--- src/rtl/serial_adder.sv ---
// serial_adder: multi-cycle adder that adds BPC bits per clock with a carry
// flip-flop between slices. Start/Busy/Done handshake plus signed-overflow flag.
module serial_adder #(
    parameter int WIDTH = 8,
    parameter int BPC   = 1
) (
    input  logic             i_clk,
    input  logic             i_reset,
    input  logic             i_start,
    input  logic [WIDTH-1:0] i_a,
    input  logic [WIDTH-1:0] i_b,
    input  logic             i_cin,
    output logic             o_busy,
    output logic             o_done,
    output logic [WIDTH-1:0] o_sum,
    output logic             o_cout,
    output logic             o_overflow
);
    localparam int K  = WIDTH / BPC;
    localparam int CW = (K > 1) ? $clog2(K) : 1;
    localparam logic [CW-1:0] LAST = CW'(K - 1);

    typedef enum logic [1:0] {S_IDLE, S_RUN, S_DONE} state_t;

    state_t           r_state, w_next;
    logic [WIDTH-1:0] r_a, r_b, r_psum, r_sum;
    logic             r_carry, r_cout, r_ovf;
    logic [CW-1:0]    r_cnt;
    logic [BPC:0]     w_c;
    logic [BPC-1:0]   w_s;
    logic [WIDTH-1:0] w_psum_nxt;
    logic             w_accept, w_last;

    // Ripple of BPC full adders fed by the carry flip-flop
    assign w_c[0] = r_carry;

    generate
        if (WIDTH < 2 || BPC < 1 || (WIDTH % BPC) != 0) begin : g_bad_params
            $error("serial_adder: WIDTH must be >= 2 and divisible by BPC");
        end
        for (genvar i = 0; i < BPC; i++) begin : g_slice
            serial_adder_fa u_fa (
                .i_a  (r_a[i]),
                .i_b  (r_b[i]),
                .i_ci (w_c[i]),
                .o_s  (w_s[i]),
                .o_co (w_c[i+1])
            );
        end
        // New slice bits enter at the top; after K shifts the LSB slice sits at bit 0
        if (BPC == WIDTH) begin : g_full
            assign w_psum_nxt = w_s;
        end else begin : g_part
            assign w_psum_nxt = {w_s, r_psum[WIDTH-1:BPC]};
        end
    endgenerate

    assign w_last   = (r_cnt == LAST);
    assign w_accept = i_start && (r_state != S_RUN);

    // Next-state logic; DONE accepts a new Start like IDLE for back-to-back use
    always_comb begin
        w_next = r_state;
        case (r_state)
            S_IDLE:  if (i_start) w_next = S_RUN;
            S_RUN:   if (w_last)  w_next = S_DONE;
            S_DONE:  w_next = i_start ? S_RUN : S_IDLE;
            default: w_next = S_IDLE;
        endcase
    end

    // State register
    always_ff @(posedge i_clk) begin
        if (i_reset) r_state <= S_IDLE;
        else         r_state <= w_next;
    end

    // Operand capture, per-cycle slice shift, and result load on the last slice
    always_ff @(posedge i_clk) begin
        if (i_reset) begin
            r_a     <= '0;
            r_b     <= '0;
            r_psum  <= '0;
            r_carry <= 1'b0;
            r_cnt   <= '0;
            r_sum   <= '0;
            r_cout  <= 1'b0;
            r_ovf   <= 1'b0;
        end else if (w_accept) begin
            r_a     <= i_a;
            r_b     <= i_b;
            r_carry <= i_cin;
            r_cnt   <= '0;
            r_psum  <= '0;
        end else if (r_state == S_RUN) begin
            r_a     <= r_a >> BPC;
            r_b     <= r_b >> BPC;
            r_carry <= w_c[BPC];
            r_psum  <= w_psum_nxt;
            r_cnt   <= r_cnt + 1'b1;
            if (w_last) begin
                r_sum  <= w_psum_nxt;
                r_cout <= w_c[BPC];
                // w_c[BPC-1] is the carry entering bit WIDTH-1 on the last slice
                r_ovf  <= w_c[BPC] ^ w_c[BPC-1];
            end
        end
    end

    assign o_busy     = (r_state == S_RUN);
    assign o_done     = (r_state == S_DONE);
    assign o_sum      = r_sum;
    assign o_cout     = r_cout;
    assign o_overflow = r_ovf;
endmodule

// One-bit full adder, the per-bit cell of a slice
module serial_adder_fa (
    input  logic i_a,
    input  logic i_b,
    input  logic i_ci,
    output logic o_s,
    output logic o_co
);
    assign o_s  = i_a ^ i_b ^ i_ci;
    assign o_co = (i_a & i_b) | (i_ci & (i_a ^ i_b));
endmodule
--- config.mk ---
export PLATFORM = sky130hd
export DESIGN_NAME = serial_adder
export DESIGN_NICKNAME = d
export VERILOG_FILES = /design/src/rtl/serial_adder.sv
export SDC_FILE = /design/constraint.sdc
export NUM_CORES = 1
export LEC_CHECK = 0
export ABC_AREA = 1
export ABC_CLOCK_PERIOD_IN_PS = 3100
export CAP_MARGIN = 20
export CORE_MARGIN = 5
export CORE_UTILIZATION = 54
export DETAILED_ROUTE_END_ITERATION = 7
export HOLD_SLACK_MARGIN = 0.1
export MAX_ROUTING_LAYER = met4
export PLACE_DENSITY = 0.88
export SYNTH_ARGS = -nofsm -noshare
export SYNTH_HDL_FRONTEND = slang
export SYNTH_HIERARCHICAL = 1
export SYNTH_SLANG_ARGS = --single-unit
--- constraint.sdc ---
create_clock -name i_clk -period 3.1 [get_ports i_clk]
set_clock_uncertainty 0.2 [all_clocks]
set_input_delay 0.465 -clock i_clk [delete_from_list [all_inputs] [get_ports i_clk]]
set_output_delay 0.465 -clock i_clk [all_outputs]
set_load 0.05 [all_outputs]
# Word level (Yosys, flattened, before mapping)
# Cells that the tools add are included.
# word_totals
reg_bits	40
out_inout_bits	12
# classes
n_addsub	1
eq_ne	6
muxes	10
bitwise	7
n_reduce_logical	6
# ops
operator	count
two-way mux 8 bit	4
case mux 2 bit (3 select lines)	1
two-way mux 2 bit	2
inequality test 2 x 1 -> 1 bit, second input constant	2
adder 3 x 1 -> 3 bit, second input constant	1
equality test 3 bit, second input constant	1
two-way mux 1 bit	3
AND reduction 3 bit	1
XOR 1 bit	3
bitwise AND 1 bit	2
equality test 2 x 1 -> 1 bit, second input constant	1
equality test 2 bit, second input constant	1
zero test 2 bit	1
inequality test 2 bit, second input constant	1
AND reduction 2 bit	1
nonzero test 2 bit	1
OR reduction 2 bit	1
logical AND 1 bit	1
inverter 1 bit	1
bitwise OR 1 bit	1

# Depth between registers and ports, before layout
# Gate-level depths: netlist (run 1).
# logic_depth
ltp_word	5
ltp_mapped	8

# Modules after synthesis
# The synthesis (run 1) kept the hierarchy.
# modules_own_cells
mod	n_inst	cells_per_inst	area_per_inst_um2	seq_area_each_um2
serial_adder	1	225	1644.1	780.7
serial_adder_fa	1	1	20.0	0.0

# Least setup slack after synthesis (run 1)
# Ideal clock, no wire load.
# synth_timing
path_type	register -> output
from	register r_state[1]
to	output port o_done
t_arrival_ns	1.071
slack_ns	1.364
path_stages_with_launch	3
path_buffers	0
cell_sequence	dfxtp_1 -> inv_1 -> nor2_1
# synth_between
elab_chain_len	1
# synth_rtl
element	line	rtl
from (decl)	25	state_t r_state, w_next;
from (signal assigned)	75	else r_state <= w_next;
equality test 2 bit	111	assign o_done = (r_state == S_DONE);
to (decl)	14	output logic o_done,
# Every way passes these cells.

# Final worst setup path (run 1)
# Same ends and word-level chain as after synthesis.

==> results.md, run 1 <==
* Initial antenna violation count at 0
* Final Non-Filler Cells at 289
* Placeable Area at 3000 sq um
* # resized after CTS at 0
* Worst r2r src: r_state[1]
* Placed cell areas at 1970 sq um
* Detailed-placement wirelength estimate at 2290 microns
* Vias in the first global route at 1338
* DRC at 0
* Max Buffers Root-to-Sink at 2
* WP data required at about 2.4 ns
* Worst Path Arrival at roughly 1.7 ns
* Final wirelength at 3240 microns
* Die height at 65.5 microns
* Clk_lat worst skew at 0.34 ns
* Post-Route Setup TNS at 0 ns
* Die Width at between 60 and 70 microns
* Total gr overflow at 0
* Fmax at 422 MHz
* VDD IR max at around 0.00034 V
* Worst Slack Setup Final at 0.732 ns
* Syn. warnings at 6
* Pre-Repair DR Iteration Count at 4
* Slew @ Worst Pin at about 0.7 ns
* Final #Nets at between 200 and 300
* Post-synth net total at 249
* Number of port buffers at 31
* Final setup fails at 0
* Cells after Synth at 226
* WL/cell at 11.2 microns
* Hold WS at approximately 0.27 ns
* Vias at between 1000 and 1500
* Final Slew Violations at 0
* Netlist cell types at 20
* RePlAce Congestion at 0.786
* Crit path from: r_state[1]
* Root buf cell: clkbuf_4
* RSZ-0062 raised after global routing: no
* Antenna-violating nets left at 0
* First-pass GRT wire length at 5520 microns
* Seq/Total Area, Yosys at between 40% and 50%
* Syn avg cell area at roughly 7.4 sq um
* Tcrit/Tclk final at 76.4%
* Area contributors post-synth: dfxtp_1 47%, nand3_1 17%, nand2_1 16%, inv_1 3.8%, a21oi_1 3.6%
* Min-delay worst type: reg -> reg
* CTS clock-pin slew for the worst setup and hold paths at 0.10 ns
* Max-Cap Viols at 0
* CTS Sinks at 39
* Crit Path Max Fanout at 2
* Via density at 5.12
* Total track usage at 16.9%
* H-tree depth at 2
* Yosys top cell by area: dfxtp_1
* Status: finished, final reports clean
* Critical Path End Type: primary output
* First-iteration detailed-routing DRC count at 87
* Lkg Pwr at 0.000934 uW
* CTS buffer count at 5
* Mapped Area at 1660 sq um
* Post-synthesis register bit count at 39
* Setup CP Type: reg -> out
* Starting Density at around 55%
* Worst setup SP type: flip-flop
* Hold Crit Start: r_psum[1]
* Worst slew margin at 52.4%
* Area grow syn2layout at 20.9%
* Final Cell Area at 2010 sq um
* Postcts setup bufs at 0
* # IOs at 32
* Placement Setup Slack at approximately 0.87 ns
* Die area at 4290 sq um
* Largest net degree at the start of global routing at 44
* Placed Cells at 283
* Post-synth top area share at 46.9%
* Hold Vio Cnt, Final at 0
* Rows at 20
* Hold-fix buffers at CTS at 0
* Diodes inserted at 0
* Share of cells above drive strength 1 at 6.25%
* Min cycle time layout at 2.37 ns
* Pwr Density at 435 nW/um^2
* CTS tree: yes
through the flow:
stage / power [uW] / util [%]
floorplan: 620 / -
global placement: 655 / 65.6
detailed placement: 657 / 65.6
CTS: 879 / 67.0
global route: 924 / 67.0
finish: 876 / 67.0
where the power goes:
| part | switching, uW | internal [uW] | total (uW) |
|---|---|---|---|
| clock | 150 | 80.8 | 231 |
| combinational | 65.9 | 51.1 | 117 |
| sequential | 10.5 | 518 | 528 |
cell usage in the layout, fill, tap and decap left out:
master            n
clkbuf_4          5
a21oi_1          12
nand3_1          55
fa_1              1
inv_2             3
nor2_1            7
buf_4             4
dfxtp_1          39
xor2_1            2
nor2_2            1
nand2_2           1
ha_1              2
nand2_1          69
o21ai_2           1
clkbuf_1          1
o21ai_0           2
clkinv_1          2
clkdlybuf4s50_1  31
nor2_4            1
inv_1            17
final cells by class:
cell class | count | area (sq um)
Multi-Input combinational cell | 154 | 726
Tap cell | 33 | 41.3
Fill cell | 258 | 991
Inverter | 22 | 82.6
Clock buffer | 6 | 41.3
Timing Repair Buffer | 35 | 340
Sequential cell | 39 | 781
registers in the layout, indices dropped and copies added (netlist names):
| register | flops |
|---|---|
| r_b | 8 |
| r_carry | 1 |
| o_sum | 8 |
| r_a | 8 |
| r_state | 2 |
| r_cnt | 3 |
| o_cout | 1 |
| r_psum | 7 |
| o_overflow | 1 |
synth_stat cells:
cell	number
nand2_2	1
buf_6	2
buf_2	3
nor2_4	1
a21oi_1	12
xor2_1	2
inv_1	17
inv_2	3
nor2_1	7
o21ai_0	2
o21ai_2	1
dfxtp_1	39
clkbuf_1	2
clkinv_1	2
nor2_2	1
nand2_1	69
buf_4	4
fa_1	1
nand3_1	55
ha_1	2
worst max-delay path: stages, from the launching register on:
cell and delay, ns:
dfxtp_1 0.38, inv_1 0.08, nor2_1 0.09, clkdlybuf4s50_1 0.81
cell families (layout without fill, tap and decap cells):
| family | Yosys count | count (layout) | synth area share (%) |
|---|---|---|---|
| xor+xnor | 2 | 2 | 1.05 |
| compound gates | 15 | 15 | 4.74 |
| buf+inv | 33 | 63 | 9.47 |
| simple gates | 134 | 134 | 35.1 |
| fa+ha+maj | 3 | 3 | 2.71 |
| flops | 39 | 39 | 46.9 |
layer usage:
layer	GRT usage [%]	up-vias	share of wire [%]
met5	-	-	0
met4	6.74	0	1.5
met3	5.30	6	4.2
met2	25.4	27	47
met1	21.0	664	47
li1	-	784	-
final timing paths:
check | cells after the start | slack, ns | end
worst max-delay path | 3 | 0.73 | o_done
worst min-delay path | 2 | 0.27 | r_psum[1]
worst max register to register | 7 | 1.26 | o_sum[5]
worst min register to register | 2 | 0.27 | r_psum[1]
Note: power is estimated with default switching activity, not from simulation.
==> run 2: changes to the inputs <==
--- a/config.mk
+++ b/config.mk
@@ -6,14 +6,14 @@
 export NUM_CORES = 1
 export LEC_CHECK = 0
 export ABC_AREA = 1
-export ABC_CLOCK_PERIOD_IN_PS = 3100
+export ABC_CLOCK_PERIOD_IN_PS = 2000
 export CAP_MARGIN = 20
 export CORE_MARGIN = 5
-export CORE_UTILIZATION = 54
+export CORE_UTILIZATION = 46
 export DETAILED_ROUTE_END_ITERATION = 7
 export HOLD_SLACK_MARGIN = 0.1
 export MAX_ROUTING_LAYER = met4
-export PLACE_DENSITY = 0.88
+export PLACE_DENSITY = 0.8
 export SYNTH_ARGS = -nofsm -noshare
 export SYNTH_HDL_FRONTEND = slang
 export SYNTH_HIERARCHICAL = 1
==> constraint.sdc (replaced) <==
create_clock -name i_clk -period 2 [get_ports i_clk]
set_clock_uncertainty 0.2 [all_clocks]
set_input_delay 0.3 -clock i_clk [delete_from_list [all_inputs] [get_ports i_clk]]
set_output_delay 0.3 -clock i_clk [all_outputs]
set_load 0.05 [all_outputs]
==> run 2 against run 1 <==
Effect of this change:
- flip-flop and latch count is the same
- global-route usage shrank 2.3 points
- sequential power grew 55%
- sequential share of layout area shrank 1.8 points
- non-clock buffer count grew 5
- die area grew 15%
- register-to-register slack lost 0.81 ns
- core utilization shrank 5.3 points
- cell count grew 6.9%
- clock power grew to 2.8 times the previous value
- highest routed layer unchanged
==> results.md, run 2 (same netlist as run 1, synthesis figures left out) <==
* Filler cells at 316 (was 258)
* Crit Path Max Fanout at 2 (unchanged)
* Tcrit/Tclk final at 80.4%
* Fmax at 622 MHz
* VDD IR max at 0.000504 V (was 0.000338 V)
* Final wirelength at 3340 microns (was 3240 microns)
* Diodes inserted at 0 (unchanged)
* Post-Route Setup TNS at 0 ns (unchanged)
* Vias in the first global route at 1340 (was 1338)
* Crit-path cells: inv_1 > nor2_1 > buf_4 (was inv_1 > nor2_1 > clkdlybuf4s50_1)
* Slew @ Worst Pin at 0.405 ns (was 0.712 ns)
* Total gr overflow at 0 (unchanged)
* Number of port buffers at 31 (unchanged)
* Die Width at 70.1 microns (was 65.5 microns)
* Max-Cap Viols at 0 (unchanged)
* Via density at 4.85 (was 5.12)
* WL/cell at 10.8 microns (was 11.2 microns)
* Vias at 1499 (was 1481)
* Final Slew Violations at 0 (unchanged)
* Min cycle time layout at 1.61 ns
* Status: finished, final reports clean (unchanged)
* Largest net degree at the start of global routing at 28 (was 44)
* # resized after CTS at 0 (unchanged)
* CTS buffer count at 5 (unchanged)
* Die height at 70.1 microns (was 65.5 microns)
* Hold Vio Cnt, Final at 0 (unchanged)
* Lkg Pwr at 0.00101 uW (was 0.000934 uW)
* DRC at 0 (unchanged)
* Hold-fix buffers at CTS at 0 (unchanged)
* Most common cell after layout, fill and taps aside: nand2_1 (unchanged)
* Worst slew margin at 73.0% (was 52.4%)
* RePlAce Congestion at 0.775 (was 0.786)
* Max stage delay on crit path at 0.39 ns (was 0.81 ns)
* Worst Path Arrival at 1.11 ns (was 1.70 ns)
* Worst setup SP type: flip-flop (unchanged)
* H-tree depth at 2 (unchanged)
* Total track usage at 14.6% (was 16.9%)
* Area grow syn2layout at 26.7% (was 20.9%)
* Die area at 4920 sq um (was 4290 sq um)
* CTS Sinks at 39 (unchanged)
* Setup CP Type: reg -> out (unchanged)
* Detailed-placement wirelength estimate at 2460 microns (was 2290 microns)
* Placeable Area at 3420 sq um (was 3000 sq um)
* First-iteration detailed-routing DRC count at 117 (was 87)
* Min-delay worst type: reg -> reg (unchanged)
* CTS clock-pin slew for the worst setup and hold paths at 0.11 ns (was 0.10 ns)
* Clk_lat worst skew at 0.34 ns (about the same)
* RSZ-0062 raised after global routing: no (unchanged)
* CTS tree: yes (unchanged)
* Initial antenna violation count at 0 (unchanged)
* Starting Density at 48.7% (was 55.4%)
* Slowest cell on crit path: dfxtp_1 (was clkdlybuf4s50_1)
* Hold WS at 0.268 ns (was 0.269 ns)
* Pre-Repair DR Iteration Count at 4 (unchanged)
* # IOs at 32 (unchanged)
* WP data required at 1.50 ns (was 2.43 ns)
* Share of cells above drive strength 1 at 13.3% (was 6.25%)
* Pwr Density at 785 nW/um^2 (was 435 nW/um^2)
* Root buf cell: clkbuf_4 (unchanged)
* First-pass GRT wire length at 5700 microns (was 5520 microns)
* Rows at 21 (was 20)
* Antenna-violating nets left at 0 (unchanged)
* Critical Path End Type: primary output (unchanged)
* Final #Nets at 285 (was 280)
* Postcts setup bufs at 0 (unchanged)
* Max Buffers Root-to-Sink at 2 (unchanged)
* Final Power at 1650 uW (was 876 uW)
* Most frequent cells in the layout: 69 x nand2_1, 55 x nand3_1, 39 x dfxtp_1 (unchanged)
* Final Non-Filler Cells at 309 (was 289)
* Placed Cells at 301 (was 283)
* Final setup fails at 0 (unchanged)
run 2: changes by cell type in the layout (fill, tap and decap cells not counted):
cell,change
buf_4,+16
clkdlybuf4s50_1,-12
bufinv_16,+2
buf_12,+1
run 2: through the flow:
stage                     area, sq um  setup WS (ns)  util, %
after global routing             2110          0.281     61.7
final                            2110          0.392     61.7
after detailed placement         2010          0.207     58.8
after global placement           2010          0.226     58.8
after floorplan                  1660          0.429        -
after CTS                        2110          0.369     61.7
run 2: metal layers:
metal | GRT usage (%) | share of wire, %
met5 | - | 0
met4 | 6.38 | 1.6
met1 | 16.7 | 45
met3 | 3.16 | 5.8
met2 | 24.3 | 48
run 2: final cells by class:
cell class | count | area (sq um) | area share [%]
Multi-Input combinational cell | 154 | 726 | 34.4
Clock inverter | 2 | 60.1 | 2.85
Clock buffer | 6 | 41.3 | 1.96
Sequential cell | 39 | 781 | 37.0
Timing Repair Buffer | 40 | 360 | 17.1
Tap cell | 46 | 57.6 | 2.73
Inverter | 22 | 82.6 | 3.92
run 2: worst paths after layout:
| check | startpoint | to | slack, ns | cells past startpoint |
|---|---|---|---|---|
| max | r_state[1] | o_done | 0.39 | 3 |
| min | r_a[7] | r_a[7] | 0.27 | 2 |
| max reg2reg | r_state[1] | r_b[7] | 0.45 | 5 |
| min reg2reg | r_a[7] | r_a[7] | 0.27 | 2 |
run 2: power by group:
| group | switching (uW) | internal [uW] |
|---|---|---|
| Combinational | 105 | 90.5 |
| Clock | 250 | 390 |
| Sequential | 15.5 | 803 |
run 2: worst max-delay path, delay by kind of cell (launching register included):
family / cells / cell delay, ns
flip-flops: 1 / 0.39
buffers and inverters: 2 / 0.28
AND/OR/NAND/NOR: 1 / 0.09
==> run 3: changes to the inputs <==
--- a/config.mk
+++ b/config.mk
@@ -6,7 +6,7 @@
 export NUM_CORES = 1
 export LEC_CHECK = 0
 export ABC_AREA = 1
-export ABC_CLOCK_PERIOD_IN_PS = 2000
+export ABC_CLOCK_PERIOD_IN_PS = 1400
 export CAP_MARGIN = 20
 export CORE_MARGIN = 5
 export CORE_UTILIZATION = 46
==> constraint.sdc (replaced) <==
create_clock -name i_clk -period 1.4 [get_ports i_clk]
set_clock_uncertainty 0.2 [all_clocks]
set_input_delay 0.21 -clock i_clk [delete_from_list [all_inputs] [get_ports i_clk]]
set_output_delay 0.21 -clock i_clk [all_outputs]
set_load 0.05 [all_outputs]
==> run 3 against run 2 <==
Effect of this change:
- the run now ends with setup timing left
- non-clock buffer count rose by 21
- total power up 54%
- critical path depth unchanged
- routed wire length up 50%
- sequential power is 43% higher
- worst setup slack got worse by 0.54 ns
- final area increased by 25%
- flip-flop and latch count unchanged
==> results.md, run 3 (same netlist as run 1, synthesis figures left out) <==
* Final setup fails at 13 (was 0)
* RePlAce Congestion at 0.777 (was 0.775)
* Critical Path End Type: primary output (unchanged)
* WP data required at 0.99 ns (was 1.50 ns)
* Final Non-Filler Cells at 331 (was 309)
* Pwr Density at 960 nW/um^2 (was 785 nW/um^2)
* Most frequent cells in the layout: 60 x nand2_1, 52 x nand3_1, 32 x dfxtp_1 (was 69 x nand2_1, 55 x nand3_1, 39 x dfxtp_1)
* RSZ-0062 raised after global routing: yes (was no)
* Detailed-placement wirelength estimate at 2710 microns (was 2460 microns)
* H-tree depth at 2 (unchanged)
* DRC at 0 (unchanged)
* Vias in the first global route at 1623 (was 1340)
* Worst slew margin at 81.1% (was 73.0%)
* # IOs at 32 (unchanged)
* Placement Setup Slack at -0.220 ns (was 0.207 ns)
* Lkg Pwr at 0.00120 uW (was 0.00101 uW)
* Worst setup SP type: flip-flop (unchanged)
* Final Power at 2540 uW (was 1650 uW)
* Placed cell areas at 2240 sq um (was 2010 sq um)
* Final #Nets at 307 (was 285)
* VDD IR max at 0.000739 V (was 0.000504 V)
* Vias at 1752 (was 1499)
* Diodes inserted at 0 (unchanged)
* Fmax at 648 MHz
* Combinational power share at 16.8% (was 11.8%)
* First-pass GRT wire length at 7330 microns (was 5700 microns)
* Root buf cell: clkbuf_4 (unchanged)
* Total gr overflow at 0 (unchanged)
* Starting Density at 48.7% (unchanged)
* Total track usage at 19.3% (was 14.6%)
* WL/cell at 15.2 microns (was 10.8 microns)
* Max-Cap Viols at 0 (unchanged)
* Tcrit/Tclk final at 110%
* Status: complete, but fails checks (was finished, final reports clean)
* Pint at 1920 uW (was 1280 uW)
* Die area at 4920 sq um (unchanged)
* Clk_lat worst skew at 0.37 ns (was 0.34 ns)
* Share of cells above drive strength 1 at 30.9% (was 13.3%)
* Placeable Area at 3420 sq um (unchanged)
* Via density at 5.29 (was 4.85)
* Die Width at 70.1 microns (unchanged)
* CTS tree: yes (unchanged)
* Clock power frac at 37.0% (was 38.7%)
* Initial antenna violation count at 0 (unchanged)
* Filler cells at 205 (was 316)
* Final Slew Violations at 0 (unchanged)
* Final wirelength at 5020 microns (was 3340 microns)
* Crit Path Max Fanout at 2 (unchanged)
* Hold Vio Cnt, Final at 0 (unchanged)
* Worst Path Arrival at 1.13 ns (was 1.11 ns)
* Rows at 21 (unchanged)
* Min cycle time layout at 1.54 ns
* First-iteration detailed-routing DRC count at 168 (was 117)
* Die height at 70.1 microns (unchanged)
* Pre-Repair DR Iteration Count at 4 (unchanged)
* CTS Sinks at 39 (unchanged)
* Max Buffers Root-to-Sink at 2 (unchanged)
* Antenna-violating nets left at 0 (unchanged)
* Most common cell after layout, fill and taps aside: nand2_1 (unchanged)
* Min-delay worst type: in -> reg (was reg -> reg)
* Failing checks: setup timing
* Slew @ Worst Pin at 0.282 ns (was 0.405 ns)
* Placed Cells at 310 (was 301)
* Setup CP Type: reg -> out (unchanged)
* CTS buffer count at 5 (unchanged)
* Final Cell Area at 2650 sq um (was 2110 sq um)
* Sequential Power Share at 46.1% (was 49.5%)
* Area grow syn2layout at 58.9% (was 26.7%)
* CTS clock-pin slew for the worst setup and hold paths at 0.12 ns (was 0.11 ns)
* Hold WS at 0.214 ns (was 0.268 ns)
* Net Sw Frac at 24.4% (was 22.4%)
* Largest net degree at the start of global routing at 43 (was 28)
* Psw at 619 uW (was 371 uW)
* Worst Slack Setup Final at -0.143 ns (was 0.392 ns)
* Number of port buffers at 31 (unchanged)
-- run 3: worst max-delay path, cell delays in order, from the launching register on --
cell and delay (ns):
dfxtp_4 0.38, nor2_4 0.14, buf_12 0.12, buf_12 0.12
-- run 3: path summary, 6_finish.rpt --
path / start / to / slack [ns] / cells past startpoint
worst max-delay path: r_state[1] / o_busy / -0.14 / 3
worst min-delay path: i_a[7] / r_a[7] / 0.21 / 3
worst max register to register: r_cnt[1] / o_cout / -0.08 / 8
worst min register to register: r_a[7] / r_a[7] / 0.27 / 2
-- run 3: power by group through the flow --
stage	registers, uW	clock network, uW	logic (uW)
finish	1170	941	428
global route	1180	980	459
CTS	1170	939	349
detailed placement	1190	0	321
global placement	1190	0	313
floorplan	1190	0	184
-- run 3: timing repair --
item,CTS,global route
buffers inserted,7,2
gates resized for setup,21,27
hold buffers,0,0
setup endpoints to repair,13,39
gates cloned,1,4
pin swaps,5,11
-- run 3: area by class of cell --
| cell class | instances | area, sq um | area share, % |
|---|---|---|---|
| repair buffers | 61 | 748 | 28.3 |
| well taps | 46 | 57.6 | 2.18 |
| repair inverters | 1 | 7.51 | 0.284 |
| clock inverters | 2 | 60.1 | 2.27 |
| clock buffers | 6 | 41.3 | 1.56 |
| multi-input cells | 154 | 846 | 32.0 |
| inverters | 22 | 92.6 | 3.50 |
| flip-flops and latches | 39 | 792 | 29.9 |
-- run 3: stage by stage --
stage / TNS (ns) / util (%)
after global routing: -1.93 / 77.4
after global placement: -5.94 / 65.6
final: -0.863 / 77.4
after detailed placement: -7.19 / 65.6
after floorplan: 0 / -
after CTS: -0.303 / 72.3
-- run 3: routing by layer --
metal / part of all wire (%) / track usage (%) / up-vias / wire length, microns
met4: 2.6 / 8.09 / 0 / 129
li1: - / - / 839 / -
met1: 40 / 22.0 / 819 / 2020
met5: 0 / - / - / 0
met3: 6.7 / 4.88 / 12 / 336
met2: 50 / 32.0 / 82 / 2530
